### src/rtl/dcmctrl_spi_master.sv
`default_nettype none
// ============================================================================
// Module   : dcmctrl_spi_master
// Brief    : SPI initiator for the dcmctrl register interface. Byte stream in
//            over valid/ready, one response byte per transferred byte.
// Revision : 1.0 - initial release
// ============================================================================
module dcmctrl_spi_master #(
    parameter int CLKDIV   = 5,
    parameter int SS_SETUP = 5,
    parameter int SS_HOLD  = 10
) (
    input  logic       clk,
    input  logic       reset,
    input  logic       cmd_valid,
    output logic       cmd_ready,
    input  logic [7:0] cmd_data,
    input  logic       cmd_last,
    output logic       rsp_valid,
    output logic [7:0] rsp_data,
    output logic       busy,
    output logic       spi_ss,
    output logic       spi_clk,
    output logic       spi_mosi,
    input  logic       spi_miso
);

    localparam int c_MAX_A = (CLKDIV > SS_SETUP) ? CLKDIV : SS_SETUP;
    localparam int c_MAX   = (c_MAX_A > SS_HOLD) ? c_MAX_A : SS_HOLD;
    localparam int c_CNT_W = $clog2(c_MAX + 1);

    localparam logic [c_CNT_W-1:0] c_DIV   = c_CNT_W'(CLKDIV);
    localparam logic [c_CNT_W-1:0] c_SETUP = c_CNT_W'(SS_SETUP);
    localparam logic [c_CNT_W-1:0] c_HOLD  = c_CNT_W'(SS_HOLD);
    localparam logic [c_CNT_W-1:0] c_ONE   = c_CNT_W'(1);

    typedef enum logic [2:0] {
        S_IDLE  = 3'd0,
        S_SETUP = 3'd1,
        S_SHIFT = 3'd2,
        S_WAIT  = 3'd3,
        S_HOLD  = 3'd4,
        S_GAP   = 3'd5
    } state_t;

    state_t               r_state, w_state;
    logic [c_CNT_W-1:0]   r_cnt, w_cnt;
    logic [2:0]           r_bit, w_bit;
    logic                 r_phase, w_phase;
    logic [7:0]           r_tx, w_tx;
    logic [7:0]           r_rx, w_rx;
    logic                 r_last, w_last;
    logic                 r_ready, w_ready;
    logic                 r_rsp_valid, w_rsp_valid;
    logic [7:0]           r_rsp_data, w_rsp_data;
    logic                 r_busy;
    logic                 r_ss, w_ss;
    logic                 r_sclk, w_sclk;
    logic                 r_mosi, w_mosi;
    logic                 w_load;
    logic [7:0]           w_load_byte;
    logic                 w_accept;
    logic                 w_cnt_done;

    assign w_accept   = cmd_valid & r_ready;
    assign w_cnt_done = (r_cnt == c_ONE);

    always_comb begin
        w_state     = r_state;
        w_cnt       = r_cnt;
        w_bit       = r_bit;
        w_phase     = r_phase;
        w_tx        = r_tx;
        w_rx        = r_rx;
        w_last      = r_last;
        w_ready     = r_ready;
        w_rsp_valid = 1'b0;
        w_rsp_data  = r_rsp_data;
        w_ss        = r_ss;
        w_sclk      = r_sclk;
        w_mosi      = r_mosi;
        w_load      = 1'b0;
        w_load_byte = r_tx;

        case (r_state)
            S_IDLE: begin
                w_ready = 1'b1;
                w_ss    = 1'b1;
                w_sclk  = 1'b1;
                w_mosi  = 1'b0;
                if (w_accept) begin
                    w_tx    = cmd_data;
                    w_last  = cmd_last;
                    w_ready = 1'b0;
                    w_ss    = 1'b0;
                    w_cnt   = c_SETUP;
                    w_state = S_SETUP;
                end
            end
            S_SETUP: begin
                if (w_cnt_done) w_load = 1'b1;
                else            w_cnt  = r_cnt - c_ONE;
            end
            S_SHIFT: begin
                if (!w_cnt_done) begin
                    w_cnt = r_cnt - c_ONE;
                end else if (!r_phase) begin
                    // Rising edge: slave data has been stable since the previous fall.
                    w_sclk  = 1'b1;
                    w_rx    = {r_rx[6:0], spi_miso};
                    w_phase = 1'b1;
                    w_cnt   = c_DIV;
                end else if (r_bit == 3'd0) begin
                    w_rsp_valid = 1'b1;
                    w_rsp_data  = r_rx;
                    if (r_last) begin
                        w_cnt   = c_HOLD;
                        w_state = S_HOLD;
                    end else begin
                        w_ready = 1'b1;
                        w_state = S_WAIT;
                    end
                end else begin
                    w_bit   = r_bit - 3'd1;
                    w_sclk  = 1'b0;
                    w_mosi  = r_tx[7];
                    w_tx    = {r_tx[6:0], 1'b0};
                    w_phase = 1'b0;
                    w_cnt   = c_DIV;
                end
            end
            S_WAIT: begin
                w_ss    = 1'b0;
                w_sclk  = 1'b1;
                w_ready = 1'b1;
                if (w_accept) begin
                    w_ready     = 1'b0;
                    w_last      = cmd_last;
                    w_load      = 1'b1;
                    w_load_byte = cmd_data;
                end
            end
            S_HOLD: begin
                if (w_cnt_done) begin
                    w_ss    = 1'b1;
                    w_mosi  = 1'b0;
                    w_cnt   = c_HOLD;
                    w_state = S_GAP;
                end else begin
                    w_cnt = r_cnt - c_ONE;
                end
            end
            S_GAP: begin
                if (w_cnt_done) begin
                    w_ready = 1'b1;
                    w_state = S_IDLE;
                end else begin
                    w_cnt = r_cnt - c_ONE;
                end
            end
            default: w_state = S_IDLE;
        endcase

        // First falling edge of a byte: present the MSB and clear the receiver.
        if (w_load) begin
            w_state = S_SHIFT;
            w_bit   = 3'd7;
            w_phase = 1'b0;
            w_sclk  = 1'b0;
            w_mosi  = w_load_byte[7];
            w_tx    = {w_load_byte[6:0], 1'b0};
            w_rx    = 8'h00;
            w_cnt   = c_DIV;
        end
    end

    always_ff @(posedge clk or negedge reset) begin
        if (!reset) begin
            r_state     <= S_IDLE;
            r_cnt       <= '0;
            r_bit       <= 3'd7;
            r_phase     <= 1'b0;
            r_tx        <= 8'h00;
            r_rx        <= 8'h00;
            r_last      <= 1'b0;
            r_ready     <= 1'b0;
            r_rsp_valid <= 1'b0;
            r_rsp_data  <= 8'h00;
            r_busy      <= 1'b0;
            r_ss        <= 1'b1;
            r_sclk      <= 1'b1;
            r_mosi      <= 1'b0;
        end else begin
            r_state     <= w_state;
            r_cnt       <= w_cnt;
            r_bit       <= w_bit;
            r_phase     <= w_phase;
            r_tx        <= w_tx;
            r_rx        <= w_rx;
            r_last      <= w_last;
            r_ready     <= w_ready;
            r_rsp_valid <= w_rsp_valid;
            r_rsp_data  <= w_rsp_data;
            r_busy      <= (w_state != S_IDLE);
            r_ss        <= w_ss;
            r_sclk      <= w_sclk;
            r_mosi      <= w_mosi;
        end
    end

    assign cmd_ready = r_ready;
    assign rsp_valid = r_rsp_valid;
    assign rsp_data  = r_rsp_data;
    assign busy      = r_busy;
    assign spi_ss    = r_ss;
    assign spi_clk   = r_sclk;
    assign spi_mosi  = r_mosi;

endmodule
`default_nettype wire
### config.mk
export PLATFORM = sky130hd
export DESIGN_NAME = dcmctrl_spi_master
export DESIGN_NICKNAME = d
export VERILOG_FILES = /design/src/rtl/dcmctrl_spi_master.sv
export SDC_FILE = /design/constraint.sdc
export NUM_CORES = 1
export LEC_CHECK = 0
export CORE_UTILIZATION = 50
export CTS_CLUSTER_SIZE = 16
export DETAILED_ROUTE_END_ITERATION = 16
export GPL_ROUTABILITY_DRIVEN = 0
export PLACE_DENSITY = 0.8
export SETUP_SLACK_MARGIN = 0.05
export SLEW_MARGIN = 0
export SYNTH_ARGS = -nofsm -noshare
export SYNTH_HDL_FRONTEND = slang
export SYNTH_SLANG_ARGS = --single-unit
export TNS_END_PERCENT = 50
### constraint.sdc
create_clock -name clk -period 2.4 [get_ports clk]
set_input_delay 0.48 -clock clk [delete_from_list [all_inputs] [get_ports clk]]
set_output_delay 0.48 -clock clk [all_outputs]
set_load 0.01 [all_outputs]
After elaboration in Yosys (flattened, before gate mapping)
Index checks and enable logic that the tools add are counted.

Input bits: 13. Flip-flop bits (word level): 42. Output and inout port bits: 14.

Reduce and logical (&&, ||, !) cells: 26. Bitwise gates (word level): 1. Add/subtract/negate cells: 2. Muxes and demuxes: 64. Equal/unequal tests: 22.

Operators by type and width (count): 2-to-1 mux 8 bit (10); 2-to-1 mux 3 bit (13); 2-to-1 mux 4 bit (8); 2-to-1 mux 1 bit (25); != test 3 bit (second input constant) (6); case mux 4 bit (4 select lines) (1); case mux 8 bit (2 select lines) (1); AND reduction 4 bit (4); case mux 3 bit (5 select lines) (1); nonzero test 3 bit (5); != test 2 bit (second input constant) (7); case mux 1 bit (3 select lines) (3); equality test 3 x 2 -> 1 bit (second input constant) (2); equality test 3 bit (second input constant) (2); logical NOT 3 bit (2); != test 6 bit (second input constant) (1); AND reduction 2 bit (3); AND reduction 3 bit (2); AND reduction 6 bit (1); nonzero test 2 bit (3); OR reduction 2 bit (3); AND reduction 5 bit (1); nonzero test 5 bit (1); equality test 4 x 1 -> 1 bit (second input constant) (1); other kinds (8) (9).

Logic depth before layout (Yosys ltp)
Word-level depth: 7. Depth in mapped cells: 8. Mapped depth without buffers: 7.

Worst setup path after synthesis
No wires, ideal clock.

Path kind: register to register. From: register r_cnt[1]. To: register r_mosi, in the netlist spi_mosi. Path buffers: 1. Library setup time: 0.128 ns. Stages on the path, launching flop included: 9. Data required time: 2.272 ns. Slack: 0.488 ns. Data arrival time: 1.785 ns. Path through: dfrtp_1 > inv_1 > ha_1 > or3b_1 > buf_2 > a21oi_2 > nor2_1 > o22ai_1 > mux2_1.

Cells in the longest elaborated chain, start to end: 5. Elaborated cells between the ends (all ways): 10.

Ends and longest elaborated chain: from (decl) (line 47) `logic [c_CNT_W-1:0] r_cnt, w_cnt;`; from (signal assigned) (line 195) `r_cnt <= w_cnt;`; equality test 4 x 1 -> 1 bit * (line 66) `assign w_cnt_done = (r_cnt == c_ONE);`; 2-to-1 mux 1 bit (line 101) `if (w_cnt_done) w_load = 1'b1;`; case mux 1 bit (2 select lines) (line 85) `case (r_state)`; != test 3 bit (no source line) / nonzero test 4 bit (equally long branches); AND reduction 5 bit (no source line); to (signal assigned) (line 207) `r_mosi <= w_mosi;`; to (decl) (line 59) `logic r_mosi, w_mosi;`.

Mark *: on every way between the ends. The rest lies on a longest branch, timed or not. A chain may end at the register's enable or synchronous reset.

Worst setup path in the final report
From: register r_bit[0]. To: register r_tx[4].

Cells in the longest elaborated chain, start to end: 3.

Ends and longest elaborated chain: from (decl) (line 48) `logic [2:0] r_bit, w_bit;`; from (signal assigned) (line 196) `r_bit <= w_bit;`; logical NOT 3 bit (line 113) `end else if (r_bit == 3'd0) begin`; != test 3 bit (no source line); AND reduction 4 bit (no source line); to (signal assigned) (line 198) `r_tx <= w_tx;`; to (decl) (line 50) `logic [7:0] r_tx, w_tx;`.

Every way passes these cells.

==> results.ini <==
[global_route]
antenna_found_initial=0
grt.busiest_layer=met2
grt_pass1_vias=1851
grtUsageTotal_pct=22.2
grt_max_degree=18
gr-usage-met1_pct=30.6
grt_pass1_wl_um=8620
use_met3_pct=4.18
grt_overflow=0
gr-usage-met2_pct=35.1

[floorplan]
initial_utilization_pct=52.5
dieArea_sq_um=4880
std_cell_rows=24
die_h_um=69.9
die_w_um=69.9
io_pins=27
core_area_sq_um=4380

[synthesis]
yosys-top-cells-count=dfrtp_1, nor2_1, nand2_1
synthMostInstantiatedCell=dfrtp_1
syn-instance-count=232
synthFlopType=dfrtp_1
synth-edff-count=0
synth_top_cells_by_area=dfrtp_1, dfstp_2, mux2_1
synth.net_count=249
synth.distinct_cells=48
synth.largest_area_cell=dfrtp_1
yosysSeqAreaShare_pct=45.9
ys_ff_latch=42
syn_avg_cell_area_sq_um=9.92
yosys_warnings=0
netlist.area_leader.share_pct=40.2
synth.cell_area_sq_um=2300
async_flop_share_pct=100

[critical_path]
timing.rr.start=r_bit[0]$_DFFE_PN1P_
cp-startpoint=r_bit[0]$_DFFE_PN1P_
critPathMaxFanout=6
max_stage_delay_ns=0.52
cp.buffers_inverters=1
crit_slowest_cell=dfstp_2
path_delay_family=simple AND/OR/NAND/NOR gates
worstSetupPathType=flip-flop to flip-flop
end_kind=flip-flop
critPathLaunchType=flip-flop
reg2reg_to=r_tx[4]$_DFFE_PN0P_
crit_required_ns=2.60
r2r_setup_slack_ns=0.28
r2r_cells=7
crit_chain=inv_1, ha_1, nor2b_1, nor2_1, a211oi_1, nor3_2, a2bb2oi_1
worstPathArrival_ns=2.33

[sta]
period_share_pct=88.5
maxSlewHeadroom_pct=61.3
finalWorstPathRequiredPeriod_ns=2.12
clock.fmax_mhz=471
finalClockSkew_ns=0.0142
drv_slew=0
layout_setup_ws_ns=0.276
setup_violations=0
grt_setup_unrepaired=false
finalSetupTns_ns=0
worst_pin_slew_ns=0.580
finalHoldViolations=0

[place]
place_area_sq_um=2650
dpl.cell_count=309
post-place-ws_ns=0.237
dp_hpwl_um=3750
numPortBuffers=26

[layout]
n_fill_cell=355
area_growth_pct=19.6
layout.cells.non_filler=317
num_antenna_cells=0
nNetsFinal=281
layout-drive-gt1-share_pct=12.8
fin_area_sq_um=2750

[route]
drtIter0Drc=231
wirelength_um=5170
wire_per_inst_um=16.3
detail-route-antenna-nets=0
drc=0
post_drt_via_cell_ratio=6.08
firstDrtPassIters=6
vias=1926

[clock_network]
cts_sinks=42
clkTransAtPathRegs_ns=0.09
cts_max_level=2
insertion_delay_ns=0.29
clock_path_buffers=2
root_buffer=clkbuf_8
postCtsSetupBuffers=0
cts_hold_buf=0
cts_tree=done
cts-buffers-inserted=5
cts_resized=0

[power_and_ir_drop]
cellPowerDensity_nw_per_um2=479
power_leakage_nw=1.22
irDropWorstVdd_mv=0.347
total_power_mw=1.32

[flow_run]
maxCapViolCount=0

[outcome]
status=complete, no violations

[worst_hold_path]
hold_path.class=primary input to asynchronous set/reset pin

## power by group
| group | total, mW | switching [mW] | internal (mW) |
|---|---|---|---|
| clock network | 0.548 | 0.242 | 0.306 |
| registers | 0.715 | 0.00326 | 0.712 |
| logic | 0.0542 | 0.0282 | 0.0260 |
| total | 1.32 | 0.274 | 1.04 |
## worst reg2reg max path: cells and delay by family, from the launching register on
kind	cells	cell delay, ns
compound gates	2	0.35
simple gates	3	0.89
fa+ha+maj	1	0.21
flops	1	0.52
buf+inv	1	0.07
## worst max-delay path by stage
stage,endpoint,slack (ns),depth (start not counted)
floorplan,spi_mosi$_DFFE_PN0P_,0.49,8
global placement,r_tx[6]$_DFFE_PN0P_,0.28,6
detailed placement,r_tx[4]$_DFFE_PN0P_,0.24,6
global route,r_tx[4]$_DFFE_PN0P_,0.14,7
CTS,r_tx[4]$_DFFE_PN0P_,0.27,7
finish,r_tx[4]$_DFFE_PN0P_,0.28,7
## layer usage
layer | vias to the layer above | part of all wire, %
li1 | 906 | -
met2 | 74 | 48
met1 | 931 | 43
met3 | 15 | 5.7
met4 | 0 | 2.5
met5 | - | 0
## placed cells by master (no fill, tap or decap), types with 3 or more instances in the layout
master,Yosys,routed
nor2b_1,3,3
ha_1,4,4
nand2_1,17,17
buf_4,0,9
a2bb2oi_1,7,7
mux2_1,10,10
mux2i_1,8,8
nor3_1,7,7
dfstp_2,5,5
nor3_2,3,3
o21a_1,3,3
nor2_1,27,27
o22a_1,5,5
inv_1,6,6
clkdlybuf4s50_1,0,25
nand2b_1,6,6
a21oi_1,9,9
o221ai_1,3,3
o21ai_0,7,7
clkbuf_8,0,5
a31oi_1,3,3
nand3_1,3,3
dfrtp_1,37,37
o21ai_1,5,5
o22ai_1,13,13
## metrics by stage
stage / hold WS, ns / util, %
after CTS: 0.0516 / 62.8
after detailed placement: 0.371 / 60.3
after global routing: 0.0597 / 62.8
final: 0.0482 / 62.8
after floorplan: 0.184 / -
after global placement: 0.367 / 60.3
## state kept, by name (all words and copies together) (netlist names), 3 cells and up
signal,cells
r_rx,8
r_tx,8
rsp_data,8
r_cnt,4
r_bit,3
r_state,3
## kinds of logic (layout without fill, tap and decap cells)
| group | after synthesis | after routing | share of synthesized area (%) |
|---|---|---|---|
| flops | 42 | 42 | 45.9 |
| simple gates | 79 | 79 | 18.5 |
| fa+ha+maj | 4 | 4 | 2.17 |
| buf+inv | 17 | 50 | 3.10 |
| mux | 18 | 18 | 8.37 |
| xor+xnor | 3 | 3 | 1.14 |
| compound gates | 69 | 69 | 20.8 |
## area by class of cell
class                   instances  area (sq um)  area share, %
well taps                      52          65.1           2.36
multi-input cells             173          1170           42.6
flip-flops and latches         42          1060           38.4
clock inverters                 3          40.0           1.45
clock buffers                   5          68.8           2.50
inverters                       7          26.3          0.954
repair buffers                 35           323           11.7
No activity file was read; power rests on OpenSTA's default activity.
